<file path="src/rtl/uart_pkg.sv">
// Shared UART definitions: oversampling ratio, frame width, receiver states
// and the baud divider calculation used by both uart_rx and uart_tx.
package uart_pkg;

   localparam int OVERSAMPLE = 16;
   localparam int DATA_BITS  = 8;
   localparam int SAMPLE_W   = $clog2(OVERSAMPLE);
   localparam int BIT_W      = $clog2(DATA_BITS);

   typedef enum logic [2:0] {
      IDLE,
      START,
      DATA,
      PARITY,
      STOP,
      WAIT_HIGH
   } uart_rx_state_t;

   // Rounded divide so the tick rate lands as close as possible to BAUD*OVERSAMPLE.
   function automatic int calcDiv(input int clkFreq, input int baud);
      return (clkFreq + (baud * OVERSAMPLE) / 2) / (baud * OVERSAMPLE);
   endfunction

endpackage

</file>
<file path="src/rtl/uart_rx_if.sv">
// Receive-side byte interface of the UART: serial line in, holding register out.
// The master modport is the receiver, the slave modport is the byte consumer.
interface uart_rx_if;
   import uart_pkg::*;

   logic                 rx;
   logic [DATA_BITS-1:0] data;
   logic                 data_valid;
   logic                 data_read;
   logic                 busy;
   logic                 framing_err;
   logic                 parity_err;
   logic                 overrun;

   modport master (
      input  rx,
      input  data_read,
      output data,
      output data_valid,
      output busy,
      output framing_err,
      output parity_err,
      output overrun
   );

   modport slave (
      output rx,
      output data_read,
      input  data,
      input  data_valid,
      input  busy,
      input  framing_err,
      input  parity_err,
      input  overrun
   );

endinterface

</file>
<file path="src/rtl/uart_baud_tick.sv">
// Free-running oversample tick divider; o_tick is high one clock in every DIV.
// i_clear restarts the period so the next tick comes a full DIV clocks later.
module uart_baud_tick #(
   parameter int DIV = 54
) (
   input  logic clk,
   input  logic reset,
   input  logic i_clear,
   output logic o_tick
);

   localparam int CNT_W = (DIV > 1) ? $clog2(DIV) : 1;

   logic [CNT_W-1:0] r_count;

   assign o_tick = (r_count == CNT_W'(DIV - 1));

   always_ff @(posedge clk) begin
      if (reset || i_clear) begin
         r_count <= '0;
      end else if (o_tick) begin
         r_count <= '0;
      end else begin
         r_count <= r_count + CNT_W'(1);
      end
   end

endmodule

</file>
<file path="src/rtl/uart_rx.sv">
// 16x oversampling UART receiver with a single-entry valid/read holding register.
// Define UART_RX_PARITY_EN for 8E1 framing; the default build is 8N1.
module uart_rx
   import uart_pkg::*;
#(
   parameter int CLK_FREQ = 100_000_000,
   parameter int BAUD     = 115200
) (
   input logic       clk,
   input logic       reset,
   uart_rx_if.master bus
);

   localparam int DIV = calcDiv(CLK_FREQ, BAUD);

   if (DIV < 2) begin : gDivCheck
      $error("uart_rx: baud divider must be at least 2");
   end

   uart_rx_state_t       r_state;
   uart_rx_state_t       w_nextState;
   logic                 r_sync1, r_sync2, r_hist;
   logic                 w_fallEdge, w_tick, w_clear, w_lastTick, w_sample;
   logic                 w_deliver, w_framing, w_parityFail, w_parityBad;
   logic [SAMPLE_W-1:0]  r_sampleCnt;
   logic [BIT_W-1:0]     r_bitCnt;
   logic [DATA_BITS-1:0] r_shift, r_data;
   logic                 r_dataValid, r_framingErr, r_parityErr, r_overrun;

   assign w_fallEdge = r_hist & ~r_sync2;
   assign w_lastTick = (r_state == START) ? (r_sampleCnt == SAMPLE_W'(OVERSAMPLE / 2 - 1))
                                          : (r_sampleCnt == SAMPLE_W'(OVERSAMPLE - 1));
   assign w_sample   = w_tick & w_lastTick;

   uart_baud_tick #(.DIV(DIV)) uBaudTick (
      .clk     (clk),
      .reset   (reset),
      .i_clear (w_clear),
      .o_tick  (w_tick)
   );

   always_ff @(posedge clk) begin
      if (reset) r_state <= IDLE;
      else       r_state <= w_nextState;
   end

   always_comb begin
      w_nextState  = r_state;
      w_clear      = 1'b0;
      w_deliver    = 1'b0;
      w_framing    = 1'b0;
      w_parityFail = 1'b0;
      case (r_state)
         IDLE: if (w_fallEdge) begin
            w_nextState = START;
            w_clear     = 1'b1;
         end
         START: if (w_sample) w_nextState = r_sync2 ? IDLE : DATA;
`ifdef UART_RX_PARITY_EN
         DATA: if (w_sample && r_bitCnt == BIT_W'(DATA_BITS - 1)) w_nextState = PARITY;
         PARITY: if (w_sample) w_nextState = STOP;
`else
         DATA: if (w_sample && r_bitCnt == BIT_W'(DATA_BITS - 1)) w_nextState = STOP;
`endif
         STOP: if (w_sample) begin
            if (!r_sync2) begin
               w_framing   = 1'b1;
               w_nextState = WAIT_HIGH;
            end else if (w_parityBad) begin
               w_parityFail = 1'b1;
               w_nextState  = IDLE;
            end else begin
               w_deliver   = 1'b1;
               w_nextState = IDLE;
            end
         end
         WAIT_HIGH: if (r_sync2) w_nextState = IDLE;
         default: w_nextState = IDLE;
      endcase
   end

   // Synchronizer, sample/bit counters and the LSB-first shift register.
   always_ff @(posedge clk) begin
      if (reset) begin
         r_sync1     <= 1'b0;
         r_sync2     <= 1'b0;
         r_hist      <= 1'b0;
         r_sampleCnt <= '0;
         r_bitCnt    <= '0;
         r_shift     <= '0;
      end else begin
         r_sync1 <= bus.rx;
         r_sync2 <= r_sync1;
         r_hist  <= r_sync2;
         if (w_clear) begin
            r_sampleCnt <= '0;
            r_bitCnt    <= '0;
         end else begin
            if (w_tick) r_sampleCnt <= w_lastTick ? '0 : r_sampleCnt + SAMPLE_W'(1);
            if (r_state == DATA && w_sample) begin
               r_shift  <= {r_sync2, r_shift[DATA_BITS-1:1]};
               r_bitCnt <= r_bitCnt + BIT_W'(1);
            end
         end
      end
   end

`ifdef UART_RX_PARITY_EN
   logic r_parityBit;

   always_ff @(posedge clk) begin
      if (reset)                            r_parityBit <= 1'b0;
      else if (r_state == PARITY && w_sample) r_parityBit <= r_sync2;
   end

   assign w_parityBad = r_parityBit ^ (^r_shift);
`else
   assign w_parityBad = 1'b0;
`endif

   // Holding register: a delivery into a full, unread register is dropped as overrun.
   always_ff @(posedge clk) begin
      if (reset) begin
         r_data       <= '0;
         r_dataValid  <= 1'b0;
         r_framingErr <= 1'b0;
         r_parityErr  <= 1'b0;
         r_overrun    <= 1'b0;
      end else begin
         r_framingErr <= w_framing;
         r_parityErr  <= w_parityFail;
         r_overrun    <= 1'b0;
         if (w_deliver) begin
            if (!r_dataValid) begin
               r_data      <= r_shift;
               r_dataValid <= 1'b1;
            end else if (bus.data_read) begin
               r_data <= r_shift;
            end else begin
               r_overrun <= 1'b1;
            end
         end else if (bus.data_read && r_dataValid) begin
            r_dataValid <= 1'b0;
         end
      end
   end

   assign bus.data        = r_data;
   assign bus.data_valid  = r_dataValid;
   assign bus.busy        = (r_state != IDLE);
   assign bus.framing_err = r_framingErr;
   assign bus.parity_err  = r_parityErr;
   assign bus.overrun     = r_overrun;

endmodule
</file>
<file path="src/flat_wrapper.sv">
// flat-port wrapper written by rule: the top's interface ports become plain ports
module uart_rx_flat import uart_pkg::*;
#(
   parameter int CLK_FREQ = 100_000_000,
   parameter int BAUD     = 115200
)
  (clk, reset, bus_rx, bus_data_read, bus_data, bus_data_valid, bus_busy, bus_framing_err, bus_parity_err, bus_overrun);
  uart_rx_if bus_i ();
  input logic clk;
  input logic reset;
  input wire logic [$bits(bus_i.rx)-1:0] bus_rx;
  input wire logic [$bits(bus_i.data_read)-1:0] bus_data_read;
  output wire logic [$bits(bus_i.data)-1:0] bus_data;
  output wire logic [$bits(bus_i.data_valid)-1:0] bus_data_valid;
  output wire logic [$bits(bus_i.busy)-1:0] bus_busy;
  output wire logic [$bits(bus_i.framing_err)-1:0] bus_framing_err;
  output wire logic [$bits(bus_i.parity_err)-1:0] bus_parity_err;
  output wire logic [$bits(bus_i.overrun)-1:0] bus_overrun;
  assign bus_i.rx = bus_rx;
  assign bus_i.data_read = bus_data_read;
  assign bus_data = bus_i.data;
  assign bus_data_valid = bus_i.data_valid;
  assign bus_busy = bus_i.busy;
  assign bus_framing_err = bus_i.framing_err;
  assign bus_parity_err = bus_i.parity_err;
  assign bus_overrun = bus_i.overrun;
  uart_rx #(.CLK_FREQ(CLK_FREQ), .BAUD(BAUD)) u_core (.clk(clk), .reset(reset), .bus(bus_i));
endmodule
</file>
<file path="config.mk">
export PLATFORM = sky130hd
export DESIGN_NAME = uart_rx_flat
export DESIGN_NICKNAME = d
export VERILOG_FILES = /design/src/rtl/uart_pkg.sv /design/src/rtl/uart_rx_if.sv /design/src/rtl/uart_baud_tick.sv /design/src/rtl/uart_rx.sv /design/src/flat_wrapper.sv
export SDC_FILE = /design/constraint.sdc
export NUM_CORES = 1
export LEC_CHECK = 0
export CELL_PAD_IN_SITES_DETAIL_PLACEMENT = 0
export CELL_PAD_IN_SITES_GLOBAL_PLACEMENT = 1
export CORE_MARGIN = 2
export CORE_UTILIZATION = 35
export CTS_CLUSTER_DIAMETER = 120
export DETAILED_ROUTE_END_ITERATION = 10
export DONT_BUFFER_PORTS = 1
export GPL_ROUTABILITY_DRIVEN = 0
export PLACE_DENSITY_LB_ADDON = 0.1
export SYNTH_ARGS = -nofsm -noshare
export SYNTH_HDL_FRONTEND = slang
export SYNTH_SLANG_ARGS = --single-unit
</file>
<file path="constraint.sdc">
create_clock -name clk -period 1.8 [get_ports clk]
set_input_delay 0.36 -clock clk [delete_from_list [all_inputs] [get_ports clk]]
set_output_delay 0.36 -clock clk [all_outputs]
set_load 0.01 [all_outputs]
</file>
; After elaboration in Yosys (flattened, before gate mapping)
; Cells that the tools add are included.
[classes]
add_sub_neg = 3
multipliers = 0
div = 0
order_cmp = 0
n_eq_ne = 14
n_shift = 0
n_mux = 21
bitwise_logic = 8
reduce_logical = 14
[ops]
columns = cell, n
row1 = two-way mux 3 bit, 6
row2 = two-way mux 8 bit, 2
row3 = one-hot mux 3 bit (5 select lines), 1
row4 = two-way mux 1 bit, 10
row5 = "inequality test 2 x 1 -> 1 bit, second input constant", 5
row6 = "equality test 3 bit, second input constant", 3
row7 = "adder 6 x 1 -> 6 bit, second input constant", 1
row8 = "equality test 6 bit, second input constant", 1
row9 = NOT 1 bit, 6
row10 = OR reduction 3 bit, 2
row11 = AND reduction 5 bit, 1
row12 = "adder 4 x 1 -> 4 bit, second input constant", 1
row13 = "equality test 4 x 3 -> 1 bit, second input constant", 1
row14 = "equality test 4 bit, second input constant", 1
row15 = two-way mux 4 bit, 1
row16 = AND reduction 2 bit, 2
row17 = OR reduction 2 bit, 2
row18 = "adder 3 x 1 -> 3 bit, second input constant", 1
row19 = "equality test 3 x 1 -> 1 bit, second input constant", 1
row20 = "equality test 3 x 2 -> 1 bit, second input constant", 1
row21 = logical AND 1 bit, 3
row22 = zero test 3 bit, 1
row23 = nonzero test 3 bit, 1
row24 = bitwise AND 1 bit, 2
row25 = 4 further kinds, 4
[word_totals]
regBits = 38
latchBits = 0
mem_bits_rw = 0
rom_bits = 0
output_inout_bits = 13
elab_cells = 72
mem_count = 0

; Longest topological paths before layout
[depth]
depth_word = 7
mapped_depth = 8
mapped_depth_nobuf = 6

; By module
; From an unflattened synthesis, not the netlist that was laid out.
[hier_totals]
cells_unflattened = 167
area_unflattened_um2 = 1630.3
[by_module_without_submodules]
columns = module, n_inst, cells_per_inst, area_each_um2, seq_area_each_um2
row1 = uart_rx, 1, 139, 1372.6, 640.6
row2 = uart_baud_tick, 1, 28, 257.7, 120.1

; Worst setup path before layout
; Ideal clock, no wire load.
[synth_timing]
path_type = register to register
startpoint = register u_core.uBaudTick.r_count[0]
endpoint = register u_core.r_bitCnt[0]
t_arrival_ps = 1610
slack_ps = 120
stages_incl_launch_ff = 7
n_path_buf = 1
period_less_slack_ps = 1680
path_cell_list = dfxtp_1 -> ha_1 -> nand3b_1 -> or2_1 -> clkbuf_1 -> or4_1 -> a21oi_1
[synth_via]
elab_chain_cells = 3
[synth_lines]
columns = item, line_no
row1 = from (decl), uart_baud_tick.sv:14  ; logic [CNT_W-1:0] r_count;
row2 = from (signal assigned), uart_baud_tick.sv:24  ; r_count <= r_count + CNT_W'(1);
row3 = equality test 6 bit, uart_baud_tick.sv:16  ; assign o_tick = (r_count == CNT_W'(DIV - 1));
row4 = bitwise AND 1 bit, uart_rx.sv:33  ; assign w_sample = w_tick & w_lastTick;
row5 = logical AND 1 bit, uart_rx.sv:100  ; if (r_state == DATA && w_sample) begin
row6 = to (signal assigned), uart_rx.sv:102  ; r_bitCnt <= r_bitCnt + BIT_W'(1);
row7 = to (decl), uart_rx.sv:26  ; logic [BIT_W-1:0] r_bitCnt;
; No other way between the ends.
; A chain may end at the register's enable or synchronous reset.

; Worst setup path in the final report
; Ends and elaborated chain as after synthesis.

==> flow_summary.toml <==
[routing]
drt_iter0_markers = 36
drt-pass1-iter-count = 4
wire_per_inst_um = 14.3
post_drt_via_cell_ratio = 5.18
detail_route.wirelength_um = 3800
ant_nets = 0
vias = 1373
number_of_drc_violations_after_detailed_routing = 0

[placement]
hpwlAfterDp_um = 2810
postPlaceCellArea_mm2 = 0.00188
port_buffers = 0

[final_layout]
ff_latch_area_um2 = 761
antennaDiodeCount = 0
syn2layout_area_growth_pct = 13.4
post-route-util = 0.414
post-route-cell-area_mm2 = 0.00198
finish.net_count = 206
fillerInstances = 493
final_layout_size_suffix_gt1_frac = 0.146
multi_input_comb_area_um2 = 918

[logic_synthesis]
post-synth-top-area-fraction = 0.435
ys_top_cells_by_area = "sky130_fd_sc_hd__dfxtp_1 (43%), sky130_fd_sc_hd__mux2i_1 (5.7%), sky130_fd_sc_hd__o31ai_1 (5.2%), sky130_fd_sc_hd__nand2b_1 (4.6%), sky130_fd_sc_hd__a21oi_1 (4.3%)"
synth.most_common_cell = "sky130_fd_sc_hd__dfxtp_1"
number_of_enable_flip_flop_cells_after_synthesis = 0
ys.warnings.count = 0
number_of_synthesized_register_bits = 38
synth_top_cell_by_area = "sky130_fd_sc_hd__dfxtp_1"
syn_nets = 199
synth_top_cells_by_count = "sky130_fd_sc_hd__dfxtp_1 (38), sky130_fd_sc_hd__a21oi_1 (15), sky130_fd_sc_hd__nand2b_1 (13), sky130_fd_sc_hd__nor2_1 (12), sky130_fd_sc_hd__o31ai_1 (12)"
synth.avg_cell_area_um2 = 9.21
post_synth_inst_count = 190
post_synthesis_async_set_or_reset_flop_share = 0
synth_ff_type = "sky130_fd_sc_hd__dfxtp_1"
synth-seq-area-share = 0.435
synth_cell_type_count = 41
synth.cell_area_mm2 = 0.00175

[floorplan]
row_count = 25
die_h_um = 74.7
die_area_mm2 = 0.00558
dieWidth_um = 74.7
core_region_area_mm2 = 0.00479
start_util = 0.365
i_o_pins = 17

[run]
maxCapViolations = 0

[worst_setup_path]
crit_path_max_fanout = 7
worst-setup-path-type = "reg -> reg"
cp-start-kind = "register"
timing.critical_path.required_ns = 2.02
critical-path-top-delay-family = "simple AND/OR/NAND/NOR gates"
critical_path.reg2reg.startpoint = "u_core.uBaudTick.r_count[0]"
cpPeakStageDelay_ns = 0.48
cell_at_the_slowest_stage_of_the_critical_path = "sky130_fd_sc_hd__or4_1"
rrSetupSlack_ns = 0.09
ff2ff_path_depth = 5
path_cells = "ha_1 -> nand3b_1 -> or2_4 -> or4_1 -> a21oi_1"
end_kind = "register"
data_arrival_time_of_the_critical_path_ns = 1.93
regToRegEndpoint = "u_core.r_bitCnt[0]"
buf_inv_stages_crit_path = 0

[power_and_ir_drop]
power_leakage_nw = 0.719
worst_ir_drop_vdd_v = 0.000458
cellPowerDensity_mw_per_mm2 = 776

[global_routing]
grt_most_used_layer = "met2"
global_route_wire_length_before_repair_um = 6410
grtUsageTotal = 0.155
grt_pass1_vias = 1424
globalRouteMet3Util = 0.0469
pin_count_of_the_biggest_net_entering_global_routing = 28
grt_antenna_before_repair = 0
use_met2 = 0.255
remaining_overflow_grt = 0
grt_use_met1 = 0.184

[sta]
final.setup_skew_ns = 0.00363
report.final.setup_viol = 0
rsz0062_at_grt = "false"
time_the_worst_path_needs_with_i_o_delays_and_setup_ns = 1.71
setup_tns_ns = 0
max_slew_violations = 0
achievable-frequency_mhz = 585
hold_vio_cnt_final = 0
layout_worst_path_cycle_share = 0.950

[clock_network]
cts_made_buffers = 5
cts_max_path_buffers = 2
numClockSinks = 38
cts.clk_slew.worst_paths_ns = 0.07
postCtsSetupBuffers = 0
cts.hold.buffers_added = 0
clk_latency_ns = 0.28
cts_resized = 0
cts_tree = "built"
ctsRootBufferMaster = "sky130_fd_sc_hd__clkbuf_8"
cts_htree_levels = 2

[worst_hold_path]
beginning_of_the_worst_hold_path = "reset"
worst_hold_path.num_cells = 1
worstHoldPathType = "in -> reg"
whs_endpoint = "u_core.r_state[2]"

[run_status]
outcome = "complete, no violations"
==> power breakdown <==
| group | switching, mW | internal, mW | total [mW] |
|---|---|---|---|
| registers | 0.0136 | 0.853 | 0.866 |
| clock network | 0.281 | 0.309 | 0.590 |
| logic | 0.0441 | 0.0398 | 0.0839 |
| total | 0.338 | 1.20 | 1.54 |
==> cell usage in the layout, fill, tap and decap left out, drive strengths merged, types with 2 or more instances in the layout <==
cell and count:
ha 5, xnor2 4, nor4 4, o21ai 3, nand3b 2, a21oi 15
clkbuf 7, nor2 12, inv 5, or3 2, nand2b 13, buf 13
xor2 2, nor3b 3, nand3 6, dfxtp 38, and3 2, nand2 11
mux2i 10, a31oi 2, o31ai 12, nor2b 2, or4 2, nand4 11
==> cell families (layout without fill, tap and decap cells) <==
kind of cell	count (synthesis)	in the layout	share of synthesized area
AOI/OAI and AO/OA	37	37	0.135
xor gates and xnor gates	6	6	0.0300
DFF	38	38	0.435
buffers and inverters	18	26	0.0465
adders and majority gates	5	5	0.0358
and+or+nand+nor	74	74	0.252
muxes	11	11	0.0637
other	1	1	0.00214
==> how the worst max path moves through the flow <==
stage,startpoint,end,slack [ns],depth (start not counted)
2_1_floorplan,u_core.uBaudTick.r_count[0],u_core.r_bitCnt[0],0.12,6
3_3_place_gp,u_core.uBaudTick.r_count[0],u_core.r_bitCnt[0],0.12,5
3_5_place_dp,u_core.uBaudTick.r_count[0],u_core.r_bitCnt[0],0.08,5
4_1_cts,u_core.uBaudTick.r_count[0],u_core.r_bitCnt[0],0.05,5
5_1_grt,u_core.r_sampleCnt[0],u_core.r_bitCnt[0],0.007,5
6_report,u_core.uBaudTick.r_count[0],u_core.r_bitCnt[0],0.09,5
==> state kept, by name, summed over array words and instances, names as in the netlist, 3 cells and up <==
name                      count
u_core.r_shift                8
u_core.r_bitCnt               3
u_core.r_state                3
u_core.r_sampleCnt            4
u_core.bus.data               8
u_core.uBaudTick.r_count      6
==> per-stage QoR <==
step	worst slack [ns]	cells	power [mW]	hold WS, ns
2_1_floorplan	0.120	190	0.952	0.414
3_3_place_gp	0.125	257	0.968	0.431
3_5_place_dp	0.0756	257	0.969	0.427
4_1_cts	0.0467	265	1.57	0.129
5_1_grt	0.00660	265	1.61	0.119
6_report	0.0897	265	1.54	0.141
==> per-layer routing <==
| metal | part of all wire | vias up | wire [µm] |
|---|---|---|---|
| met1 | 0.45 | 650 | 1700 |
| met4 | 0.023 | 0 | 88 |
| met3 | 0.045 | 8 | 172 |
| li1 | - | 695 | - |
| met5 | 0 | - | 0 |
| met2 | 0.48 | 20 | 1840 |
==> area by class of cell <==
| type | instances | area share |
|---|---|---|
| Multi-Input combinational cell | 134 | 0.463 |
| Clock inverter | 1 | 0.00252 |
| Tap cell | 67 | 0.0423 |
| Clock buffer | 7 | 0.0435 |
| Timing Repair Buffer | 13 | 0.0555 |
| Sequential cell | 38 | 0.384 |
| Inverter | 5 | 0.00946 |
==> worst register-to-register path: cells and delay by family, from the launching register on <==
family	cells	cell delay [ns]
AO/OA/AOI/OAI	1	0.15
adder cells (fa/ha/maj)	1	0.16
flip-flops	1	0.38
AND/OR/NAND/NOR	3	0.97
(Power assumes the default switching activity.)
